<file path="config.mk">
export PLATFORM = sky130hd
export DESIGN_NAME = histo_uart_rx
export DESIGN_NICKNAME = d
export VERILOG_FILES = /design/src/rtl/histo_uart_rx.sv
export SDC_FILE = /design/constraint.sdc
export NUM_CORES = 1
export LEC_CHECK = 0
export BUFFER_PORTS_ARGS = -buffer_cell sky130_fd_sc_hd__buf_4
export CORE_AREA = 2 2 101 103
export CTS_BUF_LIST = sky130_fd_sc_hd__clkbuf_4
export DETAILED_ROUTE_END_ITERATION = 12
export DIE_AREA = 0 0 103 105
export PLACE_DENSITY = 0.74
export SLEW_MARGIN = 20
export SYNTH_ARGS = -nofsm -noshare
export SYNTH_HDL_FRONTEND = slang
export SYNTH_SLANG_ARGS = --single-unit
</file>
<file path="constraint.sdc">
create_clock -name clk -period 3.5 [get_ports clk]
set_input_delay 0.175 -clock clk [delete_from_list [all_inputs] [get_ports clk]]
set_output_delay 0.175 -clock clk [all_outputs]
set_load 0.03 [all_outputs]
</file>
<file path="src/rtl/histo_uart_rx.sv">
// rtl/histo_uart_rx.sv - UART receiver that decodes framed histogram packets into per-bin strobes
module histo_uart_rx #(
    parameter int CLKS_PER_BIT      = 10,
    parameter int NUM_BINS          = 1024,
    parameter int HISTO_BUCKET_SIZE = 24,
    localparam int IDX_W            = (NUM_BINS > 1) ? $clog2(NUM_BINS) : 1
) (
    input  logic                         clk,
    input  logic                         reset,
    input  logic                         uart,
    output logic                         bin_valid,
    output logic [IDX_W-1:0]             bin_index,
    output logic [HISTO_BUCKET_SIZE-1:0] bin_data,
    output logic                         frame_done,
    output logic                         csum_err,
    output logic                         framing_err
);

    localparam int BPB   = HISTO_BUCKET_SIZE / 8;
    localparam int BCW   = (BPB > 1) ? $clog2(BPB) : 1;

    localparam logic [1:0] S_IDLE  = 2'd0;
    localparam logic [1:0] S_START = 2'd1;
    localparam logic [1:0] S_DATA  = 2'd2;
    localparam logic [1:0] S_STOP  = 2'd3;

    localparam logic [1:0] P_HUNT  = 2'd0;
    localparam logic [1:0] P_BINS  = 2'd1;
    localparam logic [1:0] P_CSUM  = 2'd2;

    localparam logic [7:0]       FULL_LAST = 8'(CLKS_PER_BIT - 1);
    localparam logic [7:0]       HALF_LAST = 8'(CLKS_PER_BIT / 2 - 1);
    localparam logic [BCW-1:0]   BYTE_LAST = BCW'(BPB - 1);
    localparam logic [IDX_W-1:0] BIN_LAST  = IDX_W'(NUM_BINS - 1);

    logic       r_sync1;
    logic       r_sync2;
    logic       r_sync_d;
    logic [1:0] r_rx_state;
    logic [7:0] r_clk_cnt;
    logic [2:0] r_bit_cnt;
    logic [7:0] r_shift;

    logic [1:0]                   r_pkt_state;
    logic [IDX_W-1:0]             r_bin_cnt;
    logic [BCW-1:0]               r_byte_cnt;
    logic [HISTO_BUCKET_SIZE-1:0] r_acc;
    logic [7:0]                   r_csum;

    logic                         w_fall;
    logic                         w_stop_tick;
    logic                         w_byte_done;
    logic                         w_frame_bad;
    logic [HISTO_BUCKET_SIZE-1:0] w_byte_ext;
    logic [HISTO_BUCKET_SIZE-1:0] w_acc_next;

    assign w_fall      = r_sync_d & ~r_sync2;
    assign w_stop_tick = (r_rx_state == S_STOP) && (r_clk_cnt == FULL_LAST);
    assign w_byte_done = w_stop_tick & r_sync2;
    assign w_frame_bad = w_stop_tick & ~r_sync2;

    // Bytes arrive LSB first: shift right and drop each new byte into the top lane.
    assign w_byte_ext  = HISTO_BUCKET_SIZE'(r_shift);
    assign w_acc_next  = (r_acc >> 8) | (w_byte_ext << (HISTO_BUCKET_SIZE - 8));

    always_ff @(posedge clk) begin
        if (reset) begin
            r_sync1    <= 1'b1;
            r_sync2    <= 1'b1;
            r_sync_d   <= 1'b1;
            r_rx_state <= S_IDLE;
            r_clk_cnt  <= 8'd0;
            r_bit_cnt  <= 3'd0;
            r_shift    <= 8'd0;
        end else begin
            r_sync1  <= uart;
            r_sync2  <= r_sync1;
            r_sync_d <= r_sync2;
            case (r_rx_state)
                S_IDLE: begin
                    if (w_fall) begin
                        r_rx_state <= S_START;
                        r_clk_cnt  <= 8'd0;
                    end
                end
                S_START: begin
                    if (r_clk_cnt == HALF_LAST) begin
                        r_clk_cnt  <= 8'd0;
                        r_bit_cnt  <= 3'd0;
                        r_rx_state <= r_sync2 ? S_IDLE : S_DATA;
                    end else begin
                        r_clk_cnt <= r_clk_cnt + 8'd1;
                    end
                end
                S_DATA: begin
                    if (r_clk_cnt == FULL_LAST) begin
                        r_clk_cnt <= 8'd0;
                        r_shift   <= {r_sync2, r_shift[7:1]};
                        r_bit_cnt <= r_bit_cnt + 3'd1;
                        if (r_bit_cnt == 3'd7) begin
                            r_rx_state <= S_STOP;
                        end
                    end else begin
                        r_clk_cnt <= r_clk_cnt + 8'd1;
                    end
                end
                S_STOP: begin
                    if (r_clk_cnt == FULL_LAST) begin
                        r_clk_cnt  <= 8'd0;
                        r_rx_state <= S_IDLE;
                    end else begin
                        r_clk_cnt <= r_clk_cnt + 8'd1;
                    end
                end
                default: r_rx_state <= S_IDLE;
            endcase
        end
    end

    always_ff @(posedge clk) begin
        if (reset) begin
            r_pkt_state <= P_HUNT;
            r_bin_cnt   <= '0;
            r_byte_cnt  <= '0;
            r_acc       <= '0;
            r_csum      <= 8'd0;
            bin_valid   <= 1'b0;
            bin_index   <= '0;
            bin_data    <= '0;
            frame_done  <= 1'b0;
            csum_err    <= 1'b0;
            framing_err <= 1'b0;
        end else begin
            bin_valid   <= 1'b0;
            frame_done  <= 1'b0;
            framing_err <= 1'b0;
            if (w_frame_bad) begin
                framing_err <= 1'b1;
                r_pkt_state <= P_HUNT;
                r_bin_cnt   <= '0;
                r_byte_cnt  <= '0;
                r_acc       <= '0;
                r_csum      <= 8'd0;
            end else if (w_byte_done) begin
                case (r_pkt_state)
                    P_HUNT: begin
                        if (r_shift == 8'hA5) begin
                            r_pkt_state <= P_BINS;
                            r_bin_cnt   <= '0;
                            r_byte_cnt  <= '0;
                            r_acc       <= '0;
                            r_csum      <= 8'd0;
                        end
                    end
                    P_BINS: begin
                        r_csum <= r_csum + r_shift;
                        r_acc  <= w_acc_next;
                        if (r_byte_cnt == BYTE_LAST) begin
                            r_byte_cnt <= '0;
                            bin_valid  <= 1'b1;
                            bin_index  <= r_bin_cnt;
                            bin_data   <= w_acc_next;
                            if (r_bin_cnt == BIN_LAST) begin
                                r_pkt_state <= P_CSUM;
                            end else begin
                                r_bin_cnt <= r_bin_cnt + IDX_W'(1);
                            end
                        end else begin
                            r_byte_cnt <= r_byte_cnt + BCW'(1);
                        end
                    end
                    P_CSUM: begin
                        frame_done  <= 1'b1;
                        csum_err    <= (r_shift != r_csum);
                        r_pkt_state <= P_HUNT;
                    end
                    default: r_pkt_state <= P_HUNT;
                endcase
            end
        end
    end

endmodule

</file>
* Word level (Yosys, flattened, before mapping)
Cells that the tools add are included.
** Operators by class
- Reductions and logical operators :: 17
- Equality and inequality tests :: 21
- Bitwise logic cells :: 8
- Multiplexer cells :: 32
- Add/sub/neg operators :: 5
** Operators by type and width (number)
- case mux 24 bit (2 select lines) :: 1
- 2-to-1 mux 8 bit :: 4
- 2-to-1 mux 10 bit :: 3
- 2-to-1 mux 24 bit :: 1
- OR 16 x 24 -> 24 bit :: 1
- case mux 8 bit (3 select lines) :: 1
- 2-to-1 mux 2 bit :: 11
- case mux 10 bit (2 select lines) :: 1
- inequality test 2 bit (second input constant) :: 8
- case mux 8 bit (2 select lines) :: 1
- adder 10 x 1 -> 10 bit (second input constant) :: 1
- == test 10 bit (second input constant) :: 1
- AND reduction 5 bit :: 2
- AND reduction 3 bit :: 3
- adder 8 x 1 -> 8 bit (second input constant) :: 1
- adder 8 bit :: 1
- == test 2 bit (second input constant) :: 4
- == test 8 x 3 -> 1 bit (second input constant) :: 1
- == test 8 x 4 -> 1 bit (second input constant) :: 1
- == test 8 bit (second input constant) :: 1
- inequality test 8 bit :: 1
- case mux 2 bit (2 select lines) :: 2
- case mux 2 bit (4 select lines) :: 1
- AND reduction 4 bit :: 2
- 17 further kinds :: 29
** Word-level totals
- Logic and storage cells :: 101
- Register bits :: 108

* Logic depth before layout (Yosys ltp)
- Word-level depth :: 5
- Mapped depth :: 9

* Least setup slack after synthesis
No wires, ideal clock.
- Kind :: register to register
- From :: register r_clk_cnt[6]
- To :: register r_bin_cnt[7]
- Clock period less this slack :: 2.449 ns
- Buffers on the path :: 2
- Setup slack :: 1.051 ns
- Data arrival time :: 2.331 ns
- Cell stages (with the launch flop) :: 8
- Required time :: 3.383 ns
- Cells stage by stage :: dfxtp_1 -> or4_1 -> buf_2 -> or3_4 -> a2111oi_2 -> buf_2 -> o21ai_1 -> a32o_1
** On the way
- Cells in the longest elaborated chain, start to end :: 4
** Ends and longest elaborated chain
- start: declaration :: RTL line 40 : logic [7:0] r_clk_cnt;
- start signal: assignment :: RTL line 92 : r_clk_cnt <= r_clk_cnt + 8'd1;
- start signal: assignment :: RTL line 104 : r_clk_cnt <= r_clk_cnt + 8'd1;
- start signal: assignment :: RTL line 112 : r_clk_cnt <= r_clk_cnt + 8'd1;
- == test 8 x 4 -> 1 bit (*) :: RTL line 58 : assign w_stop_tick = (r_rx_state == S_STOP) && (r_clk_cnt == FULL_LAST);
- logical AND 1 bit (*) :: RTL line 58
- AND 1 bit, on equally long branches :: RTL line 59, 60
- AND reduction 5 bit (no source line) / OR reduction 2 bit (equally long branches)
- end signal: assignment :: RTL line 166 : r_bin_cnt <= r_bin_cnt + IDX_W'(1);
- end: declaration :: RTL line 45 : logic [IDX_W-1:0] r_bin_cnt;
Mark *: on every way between the ends. The rest lies on a longest branch, timed or not.
A chain may end at the register's enable or synchronous reset.

* Worst setup path after layout
- From :: register r_clk_cnt[6]
- To :: register r_bin_cnt[4]
The elaborated chain is that of the path after synthesis.

==> results.cfg <==
[timing]
min_period_ns = 2.88
worst_slack_ns = 0.620
max_freq_mhz = 347
setup_viol = 0
slew_viol_final = 0
tightest_slew_ns = 0.908
skew_ns = 0.0267
post-route-period-util_pct = 82.3
hold_viol = 0
finalSetupTns_ns = 0
rsz0062_at_grt = no
slew_headroom_pct = 39.5

[cells_and_area]
multi_input_area_mm2 = 0.00212
final_common_cell = dfxtp_1
fillers = 953
final_nets = 554
final_cell_mix = dfxtp_1 (100), nand2_1 (99), a21oi_1 (55)
drive_gt1_share_pct = 13.5
area_growth_syn_to_layout_pct = 12.1
fin_cells = 676
utilization_pct = 50.1
area.sequential_mm2 = 0.00200

[cts]
ctsResizeCount = 0
worst_skew_pair.late_latency_ns = 0.46
numCtsBuffers = 9
cts-root-buf = clkbuf_4
h-tree-depth = 3
clockBufferDepth = 2
clock-sinks = 100
cts_tree = yes
clk_pin_slew_worst_paths_ns = 0.17

[worst_setup_path]
critical_path_buf_inv_count = 1
r2r-end = r_bin_cnt[4]
cp.required_ns = 3.89
critical_path.max_fanout = 13
rr_worst_depth = 6
rrSetupSlack_ns = 0.62
endpoint_kind = register
critPathKind = reg -> reg
r2r_start = r_clk_cnt[6]
slowest_stage = or4_1
worstPathArrival_ns = 3.27
cp_cell_sequence = or4_1 > or3_4 > a2111oi_2 > buf_4 > nor2b_1 > a32o_1
start_kind = register
crit_family = simple AND/OR/NAND/NOR gates
critPathMaxStageDelay_ns = 0.70

[synth]
synth_nets = 530
avgSynthCellArea_um2 = 8.39
synth_area_leaders = dfxtp_1 (46%), nand2_1 (8.6%), a21oi_1 (6.4%), ha_1 (3.8%), nor2_1 (3.5%)
synth_edf_count = 0
yosysTopAreaCell = dfxtp_1
yosys.area.top_type_share_pct = 46.5
ys.flop_type = dfxtp_1
ys_warn_count = 0
synth_cell_types = 53
async_flop_share_pct = 0
synth_area_mm2 = 0.00431
synth_seq_cells = 100
synth_cells = 513
synth.yosys.seq_area_share_pct = 46.5

[die]
start_util_pct = 44.7
core_area_mm2 = 0.00964
die_h_um = 105
rows = 36
die_x_um = 103
io_pins = 41
fp.dieArea_mm2 = 0.0108

[global_route]
grt_pass1_wl_um = 15800
grt_use_total_pct = 18.1
grt_max_degree = 63
overflow = 0
grt_pass1_vias = 3412
grt_antenna_before_repair = 1

[detailed_routing]
wirelength_um = 9510
final_antenna_net_count = 0
first_iter_violations = 195
drtPass1Iterations = 5
dr_total_vias = 3691
avgViaCountPerCell = 5.46
drt_drc_violations_left = 0
wire_per_inst_um = 14.1

[placement]
place_congestion = 0.832
dpl_worst_slack_ns = 0.662
io_buffers = 40
dp_cells = 658
hpwl_um = 6400

[power_and_ir_drop]
power_mw = 1.77
p_leak_nw = 1.71
ir_worst_vdd_uv = 152
powerDensity_mw_per_mm2 = 367

[run_status]
outcome = finished clean

[worst_hold_path]
hold_end = r_shift[2]
worstHoldPathType = in -> reg
whs_path_depth = 2
min_from = reset

[job]
maxCapViolCount = 0
## kinds of logic (layout without fill, tap and decap cells)
family,after synthesis,count (layout),synth area share (%)
buffers and inverters,47,76,4.36
xor gates and xnor gates,4,4,0.814
DFF,100,100,46.5
other,0,1,0
muxes,9,9,2.09
AOI/OAI and AO/OA,123,123,18.6
adders and majority gates,14,14,4.24
and+or+nand+nor,216,216,23.4
## cell usage after synthesis, types with 2 or more instances
master and count:
nand3b_1 4, nand2b_1 6, inv_1 13, nor4_1 5
buf_2 3, nor4bb_1 2, a21o_1 4, nor2_1 40
or3_1 6, or2_2 7, nor3_1 10, nand2_1 99
a41oi_1 2, o21a_1 2, buf_1 2, o21ai_1 4
o21ai_0 6, a32o_1 7, or3_4 2, nand3_1 15
a31oi_1 4, a22oi_1 19, clkbuf_1 28, a21oi_1 55
xnor2_1 3, nor2b_1 4, mux2i_1 9, dfxtp_1 100
a311oi_1 7, ha_1 13, or4_1 4, and3_1 7
## what timing repair did
item	in CTS	in global routing
hold endpoints to repair	1	0
buffers inserted	0	0
hold buffers	1	0
## worst register-to-register path, stage by stage, from the launching register on
cell       delay (ns)
dfxtp_1          0.38
or4_1            0.70
or3_4            0.47
a2111oi_2        0.34
buf_4            0.23
nor2b_1          0.49
a32o_1           0.21
## where the power goes
group / switching (mW) / internal (mW) / total (mW)
combinational: 0.0322 / 0.0126 / 0.0448
clock: 0.410 / 0.169 / 0.579
sequential: 0.00473 / 1.14 / 1.15
total: 0.447 / 1.32 / 1.77
## metal layers
layer	global-route usage [%]	up-vias	wire length [um]
met3	3.34	9	315
met2	29.7	64	4650
met4	7.89	0	108
li1	-	1860	-
met1	22.9	1758	4440
met5	0	-	0
## area by class of cell
cell class              count  area share [%]
flip-flops and latches    100            41.5
clock inverters             6            1.11
diodes                      1          0.0518
repair buffers             47            7.36
well taps                 133            3.45
multi-input cells         366            44.0
clock buffers              10            1.56
inverters                  13            1.01
## how the worst max path moves through the flow
stage / start / end / slack (ns) / cells past startpoint
2_1_floorplan: r_clk_cnt[6] / r_bin_cnt[7] / 1.05 / 7
3_3_place_gp: r_clk_cnt[6] / r_bin_cnt[7] / 0.78 / 6
3_5_place_dp: r_clk_cnt[6] / r_bin_cnt[7] / 0.66 / 6
4_1_cts: r_clk_cnt[6] / r_bin_cnt[4] / 0.60 / 6
5_1_grt: r_clk_cnt[6] / r_bin_cnt[4] / 0.42 / 6
6_report: r_clk_cnt[6] / r_bin_cnt[4] / 0.62 / 6
## registers in the layout, summed over array words and instances (netlist names), 2 cells and up, named ones only
register     flops
r_pkt_state      2
bin_data        24
bin_index       10
r_acc           16
r_bit_cnt        3
r_shift          8
r_csum           8
r_byte_cnt       2
r_bin_cnt       10
r_clk_cnt        8
## through the flow
step | instance area (um2) | hold slack [ns]
after floorplan | 4310 | 0.279
after global placement | 4690 | 0.363
after detailed placement | 4690 | 0.373
after CTS | 4820 | 0.185
after global routing | 4830 | 0.200
final | 4830 | 0.205
No activity file was read; power rests on OpenSTA's default activity.
